===== config.mk =====
export PLATFORM = sky130hd
export DESIGN_NAME = exe_div_unit
export DESIGN_NICKNAME = d
export VERILOG_FILES = /design/src/rtl/exe_div_unit.sv
export SDC_FILE = /design/constraint.sdc
export NUM_CORES = 1
export LEC_CHECK = 0
export BUFFER_PORTS_ARGS = -buffer_cell sky130_fd_sc_hd__buf_2
export CORE_AREA = 2 2 170 172
export DETAILED_ROUTE_END_ITERATION = 12
export DIE_AREA = 0 0 172 174
export PLACE_DENSITY = 0.71
export SYNTH_ARGS = -nofsm -noshare
export SYNTH_HDL_FRONTEND = slang
export SYNTH_SLANG_ARGS = --single-unit

===== constraint.sdc =====
create_clock -name cpu_clk_50M -period 8.1 [get_ports cpu_clk_50M]
set_input_delay 1.62 -clock cpu_clk_50M [delete_from_list [all_inputs] [get_ports cpu_clk_50M]]
set_output_delay 1.62 -clock cpu_clk_50M [all_outputs]
set_load 0.005 [all_outputs]

===== src/rtl/exe_div_unit.sv =====
// exe_div_unit
//   Iterative radix-2 restoring divider for the EXE stage (DIV / DIVU).
//   Each BUSY cycle produces one quotient bit. EXE is held through
//   stallreq_exe until the one-cycle div_ready_o pulse. The quotient goes
//   to LO and the remainder goes to HI.
// Ports
//   cpu_clk_50M   in   system clock, rising edge
//   cpu_rst       in   asynchronous reset, active-high
//   div_start_i   in   EXE holds a DIV/DIVU; held high while stalled
//   div_signed_i  in   1 = DIV (two's complement), 0 = DIVU
//   div_src1_i    in   dividend (rs)
//   div_src2_i    in   divisor (rt)
//   flush_i       in   pipeline flush; aborts a running divide
//   div_lo_o      out  quotient, valid while div_ready_o (held afterwards)
//   div_hi_o      out  remainder, valid while div_ready_o (held afterwards)
//   div_ready_o   out  one-cycle result-valid pulse
//   stallreq_exe  out  stall request to the pipeline (combinational)
module exe_div_unit #(
  parameter int DATA_W = 32,
  localparam int CNT_W = $clog2(DATA_W)
) (
  input  logic              cpu_clk_50M,
  input  logic              cpu_rst,
  input  logic              div_start_i,
  input  logic              div_signed_i,
  input  logic [DATA_W-1:0] div_src1_i,
  input  logic [DATA_W-1:0] div_src2_i,
  input  logic              flush_i,
  output logic [DATA_W-1:0] div_lo_o,
  output logic [DATA_W-1:0] div_hi_o,
  output logic              div_ready_o,
  output logic              stallreq_exe
);

  typedef enum logic [1:0] {
    S_IDLE = 2'd0,
    S_BUSY = 2'd1,
    S_DONE = 2'd2
  } state_t;

  state_t            r_state;
  state_t            w_state_nxt;
  logic [CNT_W-1:0]  r_cnt;
  logic [DATA_W-1:0] r_rem;
  logic [DATA_W-1:0] r_quo;
  logic [DATA_W-1:0] r_dvs;
  logic [DATA_W-1:0] r_lo;
  logic [DATA_W-1:0] r_hi;
  logic              r_neg_q;
  logic              r_neg_r;
  logic              r_ready;

  logic              w_go;
  logic              w_div_zero;
  logic              w_abort;
  logic              w_last;
  logic [DATA_W:0]   w_rem_sh;
  logic [DATA_W:0]   w_trial;
  logic [DATA_W-1:0] w_rem_nxt;
  logic [DATA_W-1:0] w_quo_nxt;

  // Two's complement negation.
  function automatic logic [DATA_W-1:0] neg_val(input logic [DATA_W-1:0] v);
    return {DATA_W{1'b0}} - v;
  endfunction

  // Magnitude of an operand; unsigned operands pass through unchanged.
  // The most negative value maps onto itself, which is the correct unsigned magnitude.
  function automatic logic [DATA_W-1:0] abs_val(input logic [DATA_W-1:0] v, input logic sgn);
    return (sgn && v[DATA_W-1]) ? neg_val(v) : v;
  endfunction

  assign w_go       = div_start_i & ~flush_i;
  assign w_div_zero = (div_src2_i == {DATA_W{1'b0}});
  assign w_abort    = flush_i | ~div_start_i;
  assign w_last     = (r_cnt == CNT_W'(DATA_W - 1));

  // Shift {rem,quo} left by one and subtract the divisor. The sign bit of the
  // (DATA_W+1)-bit trial decides whether the subtraction is kept.
  assign w_rem_sh  = {r_rem, r_quo[DATA_W-1]};
  assign w_trial   = w_rem_sh - {1'b0, r_dvs};
  assign w_rem_nxt = w_trial[DATA_W] ? w_rem_sh[DATA_W-1:0] : w_trial[DATA_W-1:0];
  assign w_quo_nxt = {r_quo[DATA_W-2:0], ~w_trial[DATA_W]};

  assign div_lo_o     = r_lo;
  assign div_hi_o     = r_hi;
  assign div_ready_o  = r_ready;
  assign stallreq_exe = div_start_i & ~r_ready & ~flush_i;

  // State register.
  always_ff @(posedge cpu_clk_50M or posedge cpu_rst) begin
    if (cpu_rst) begin
      r_state <= S_IDLE;
    end else begin
      r_state <= w_state_nxt;
    end
  end

  // Next-state logic. An abort in BUSY wins over completion.
  always_comb begin
    w_state_nxt = r_state;
    case (r_state)
      S_IDLE: begin
        if (w_go) begin
          w_state_nxt = w_div_zero ? S_DONE : S_BUSY;
        end else begin
          w_state_nxt = S_IDLE;
        end
      end
      S_BUSY: begin
        if (w_abort) begin
          w_state_nxt = S_IDLE;
        end else if (w_last) begin
          w_state_nxt = S_DONE;
        end else begin
          w_state_nxt = S_BUSY;
        end
      end
      S_DONE:  w_state_nxt = S_IDLE;
      default: w_state_nxt = S_IDLE;
    endcase
  end

  // Datapath: operand latch, iteration, sign fix-up and result registers.
  always_ff @(posedge cpu_clk_50M or posedge cpu_rst) begin
    if (cpu_rst) begin
      r_cnt   <= {CNT_W{1'b0}};
      r_rem   <= {DATA_W{1'b0}};
      r_quo   <= {DATA_W{1'b0}};
      r_dvs   <= {DATA_W{1'b0}};
      r_lo    <= {DATA_W{1'b0}};
      r_hi    <= {DATA_W{1'b0}};
      r_neg_q <= 1'b0;
      r_neg_r <= 1'b0;
      r_ready <= 1'b0;
    end else begin
      r_ready <= (w_state_nxt == S_DONE);
      case (r_state)
        S_IDLE: begin
          if (w_go && w_div_zero) begin
            r_lo <= {DATA_W{1'b1}};
            r_hi <= div_src1_i;
          end else if (w_go) begin
            r_rem   <= {DATA_W{1'b0}};
            r_quo   <= abs_val(div_src1_i, div_signed_i);
            r_dvs   <= abs_val(div_src2_i, div_signed_i);
            r_neg_q <= div_signed_i & (div_src1_i[DATA_W-1] ^ div_src2_i[DATA_W-1]);
            r_neg_r <= div_signed_i & div_src1_i[DATA_W-1];
            r_cnt   <= {CNT_W{1'b0}};
          end else begin
            r_cnt <= r_cnt;
          end
        end
        S_BUSY: begin
          if (!w_abort) begin
            r_rem <= w_rem_nxt;
            r_quo <= w_quo_nxt;
            r_cnt <= r_cnt + {{(CNT_W-1){1'b0}}, 1'b1};
            if (w_last) begin
              r_lo <= r_neg_q ? neg_val(w_quo_nxt) : w_quo_nxt;
              r_hi <= r_neg_r ? neg_val(w_rem_nxt) : w_rem_nxt;
            end else begin
              r_lo <= r_lo;
            end
          end else begin
            r_cnt <= r_cnt;
          end
        end
        default: begin
          r_cnt <= r_cnt;
        end
      endcase
    end
  end

endmodule


==> impl_results.md <==
* Status: completed
* Final period util at 63.9%
* EDFF count, synth at 0
* Initial core utilization at 44.4%
* H-tree Lvls at 4
* Post-Syn Instances at 1588
* Unique masters post-synth at 84
* First-pass GRT wire length at 57100 microns
* Synth top area share at 34.0%
* Inserted Diodes at 0
* CTS tree: yes
* Cell taking the most area after synthesis: dfrtp_1
* Via-to-Cell Ratio at 5.74
* Cells on worst reg2reg path at 19
* Largest net degree at the start of global routing at 117
* Gr ovfl total at 0
* Hold depth at 2
* Detailed Route WL at 35400 microns
* Root Buffer: clkbuf_16
* Fin Setup TNS at 0 ns
* Critical path class: flip-flop to flip-flop
* DRT antenna net count at 0
* PortBufs at 134
* Initial antenna violation count at 0
* Final hold violations at 0
* DR pass1 iterations at 5
* Post-synthesis net count at 1696
* R2r setup slk at 2.93 ns
* CP endpoint kind: flip-flop
* Layout Nets at 1771
* Worst setup SP type: flip-flop
* P&R area growth vs syn at 12.0%
* Worst slew pin tran at 1.15 ns
* Synthesized area at 12500 sq um
* Worst hold endpoint: div_hi_o[27]
* Post-CTS Setup Bufs at 0
* Req. time, crit path at 8.37 ns
* YS warnings at 0
* RSZ-0062 raised after global routing: false
* RR Endpoint: div_lo_o[28]
* # DRC at 0
* Final setup violating endpoints at 0
* Launch point of the worst reg-to-reg path: r_dvs[0]
* Rows at 62
* CTS clock-pin slew for the worst setup and hold paths at 0.08 ns
* Hold-fix buffers at CTS at 0
* Vias at 11.8k
* Synth cell count leaders: 198 x nand2_1, 170 x dfrtp_1, 160 x nor2_1
* Post-cts resize count at 0
* Die ar. at 29900 sq um
* Seq/Total Area, Yosys at 34.0%
* IO Pins at 135
* Post-synthesis async set-or-reset flop share at 100%
* Longest Clk Path Bufs at 2
* Fin crit period at 5.17 ns
* Post-DP HPWL at 26800 microns
* Vias in the first global route at 11.0k
* Share of layout cells above drive strength 1 at 12.8%
* P_leak at 6.25 nW
* Primary FF master, synth: dfrtp_1
* Height of the die at 174 microns
* Skew-Pair Late Insertion Delay at 0.44 ns
* Initial DRC Count at 1044
* Fmax at 193 MHz
* Syn Area/Cell at 7.89 sq um
* Worst hold path class: flip-flop to flip-flop
* Die width at 172 microns
* CTS Buf Count at 17
* #FFs+latches synth at 170
* Most frequent cell after synthesis: nand2_1
* Gp weighted congestion at 0.912
* Core region area at 28200 sq um
* Hold path start: div_hi_o[27]
* Maximum VDD drop at 0.000118 V
* Worst EP arrival at 5.45 ns
* Total GRT Usage at 23.7%
* Largest cells by area after synthesis: dfrtp_1 34%, o21ai_0 6.4%, a21oi_1 6.1%
* Post-Route Skew at 0.0152 ns
* Per-cell routed wire length at 17.2 microns
* Worst slew margin at 23.0%
* PwrDens at 175 nW/um^2
* Pins over their slew limit at 0
* Worst-path maximum fanout at 47
* Final Util at 49.7%
* Clock sinks at 170
* Max Cap Viol at 0
-- final cells by class --
cell class | count | area [sq um]
Clock buffer | 19 | 443
Clock inverter | 13 | 150
Fill cell | 2799 | 14200
Inverter | 56 | 215
Multi-Input combinational cell | 1271 | 7710
Sequential cell | 170 | 4250
Tap cell | 384 | 480
Timing Repair Buffer | 147 | 768
-- worst max-delay path: stages (launching register included) --
cell	delay [ns]
dfrtp_1	0.42
ha_1	0.22
fa_1	0.44
nor2b_1	0.26
o31a_1	0.30
o21a_4	0.21
o2111ai_4	0.15
mux2_4	0.39
nor2_2	0.07
inv_2	0.05
buf_4	0.43
ha_1	0.28
nand2b_1	0.12
or3_1	0.47
nand2b_1	0.22
nand2b_1	0.20
nand2b_1	0.22
o41ai_1	0.32
xor2_1	0.17
a21oi_1	0.08
-- cell usage in the layout (no fill, tap or decap), drive strengths merged, types with 6 or more instances in the layout --
cell type	n
buf	147
inv	64
and2	17
a2111oi	6
nor2	161
o21ai	164
a31oi	35
mux2i	27
clkbuf	19
xor2	68
nand4	17
o41ai	15
and3	18
nand2b	13
o31ai	25
or4	11
dfrtp	170
o211ai	17
o21a	8
a21o	9
or3	31
a21oi	153
o31a	7
a21boi	8
nand3	33
nor4	22
nand2	200
nor3	34
xnor2	51
ha	38
a211oi	9
-- state kept, by name (all words and copies together), names as in the netlist --
name and count:
r_cnt 5, div_ready_o 1, r_dvs 32, div_hi_o 32, r_neg_q 1, r_state 2
div_lo_o 32, r_neg_r 1, r_rem 32, r_quo 32
-- how the worst max path moves through the flow --
stage,endpoint,startpoint,slack [ns],cells past startpoint
final,div_lo_o[28],r_dvs[0],2.93,19
after global routing,div_lo_o[29],div_src2_i[0],2.50,16
after CTS,div_lo_o[3],div_src2_i[0],2.92,15
after detailed placement,div_lo_o[3],div_src2_i[0],2.46,15
after global placement,div_hi_o[31],div_src2_i[0],2.59,16
after floorplan,div_hi_o[0],cpu_rst,1.88,1
-- cell families after synthesis --
group,count (synthesis),share of synthesized area (%)
AOI/OAI and AO/OA,502,24.9
xor gates and xnor gates,119,8.32
adders and majority gates,39,3.96
buffers and inverters,147,4.64
DFF,170,34.0
muxes,32,2.64
and+or+nand+nor,579,21.6
-- power breakdown --
group | total (mW) | leakage [nW] | internal (mW) | switching [mW]
clock network | 0.834 | 0.286 | 0.448 | 0.386
registers | 0.980 | 2.26 | 0.910 | 0.0703
logic | 0.643 | 3.70 | 0.235 | 0.407
-- routing by layer --
layer  routed length (microns)  global-route usage [%]  vias up
li1                          -                       -     5856
met4                       634                    5.81        0
met1                     16800                    33.6     5535
met2                     15700                    37.3      396
met3                      2290                    4.42       47
met5                         0                       0        -
-- per-stage QoR --
stage	area, sq um	instances	setup slack [ns]	hold slack (ns)	total power [mW]
after floorplan	12500	1588	1.88	0.445	1.46
after global placement	13400	2028	2.59	0.465	1.61
after detailed placement	13400	2028	2.46	0.475	1.63
after CTS	14000	2060	2.92	0.491	2.46
after global routing	14000	2060	2.50	0.519	2.59
final	14000	2060	2.93	0.493	2.46
Note: power is estimated with default switching activity, not from simulation.
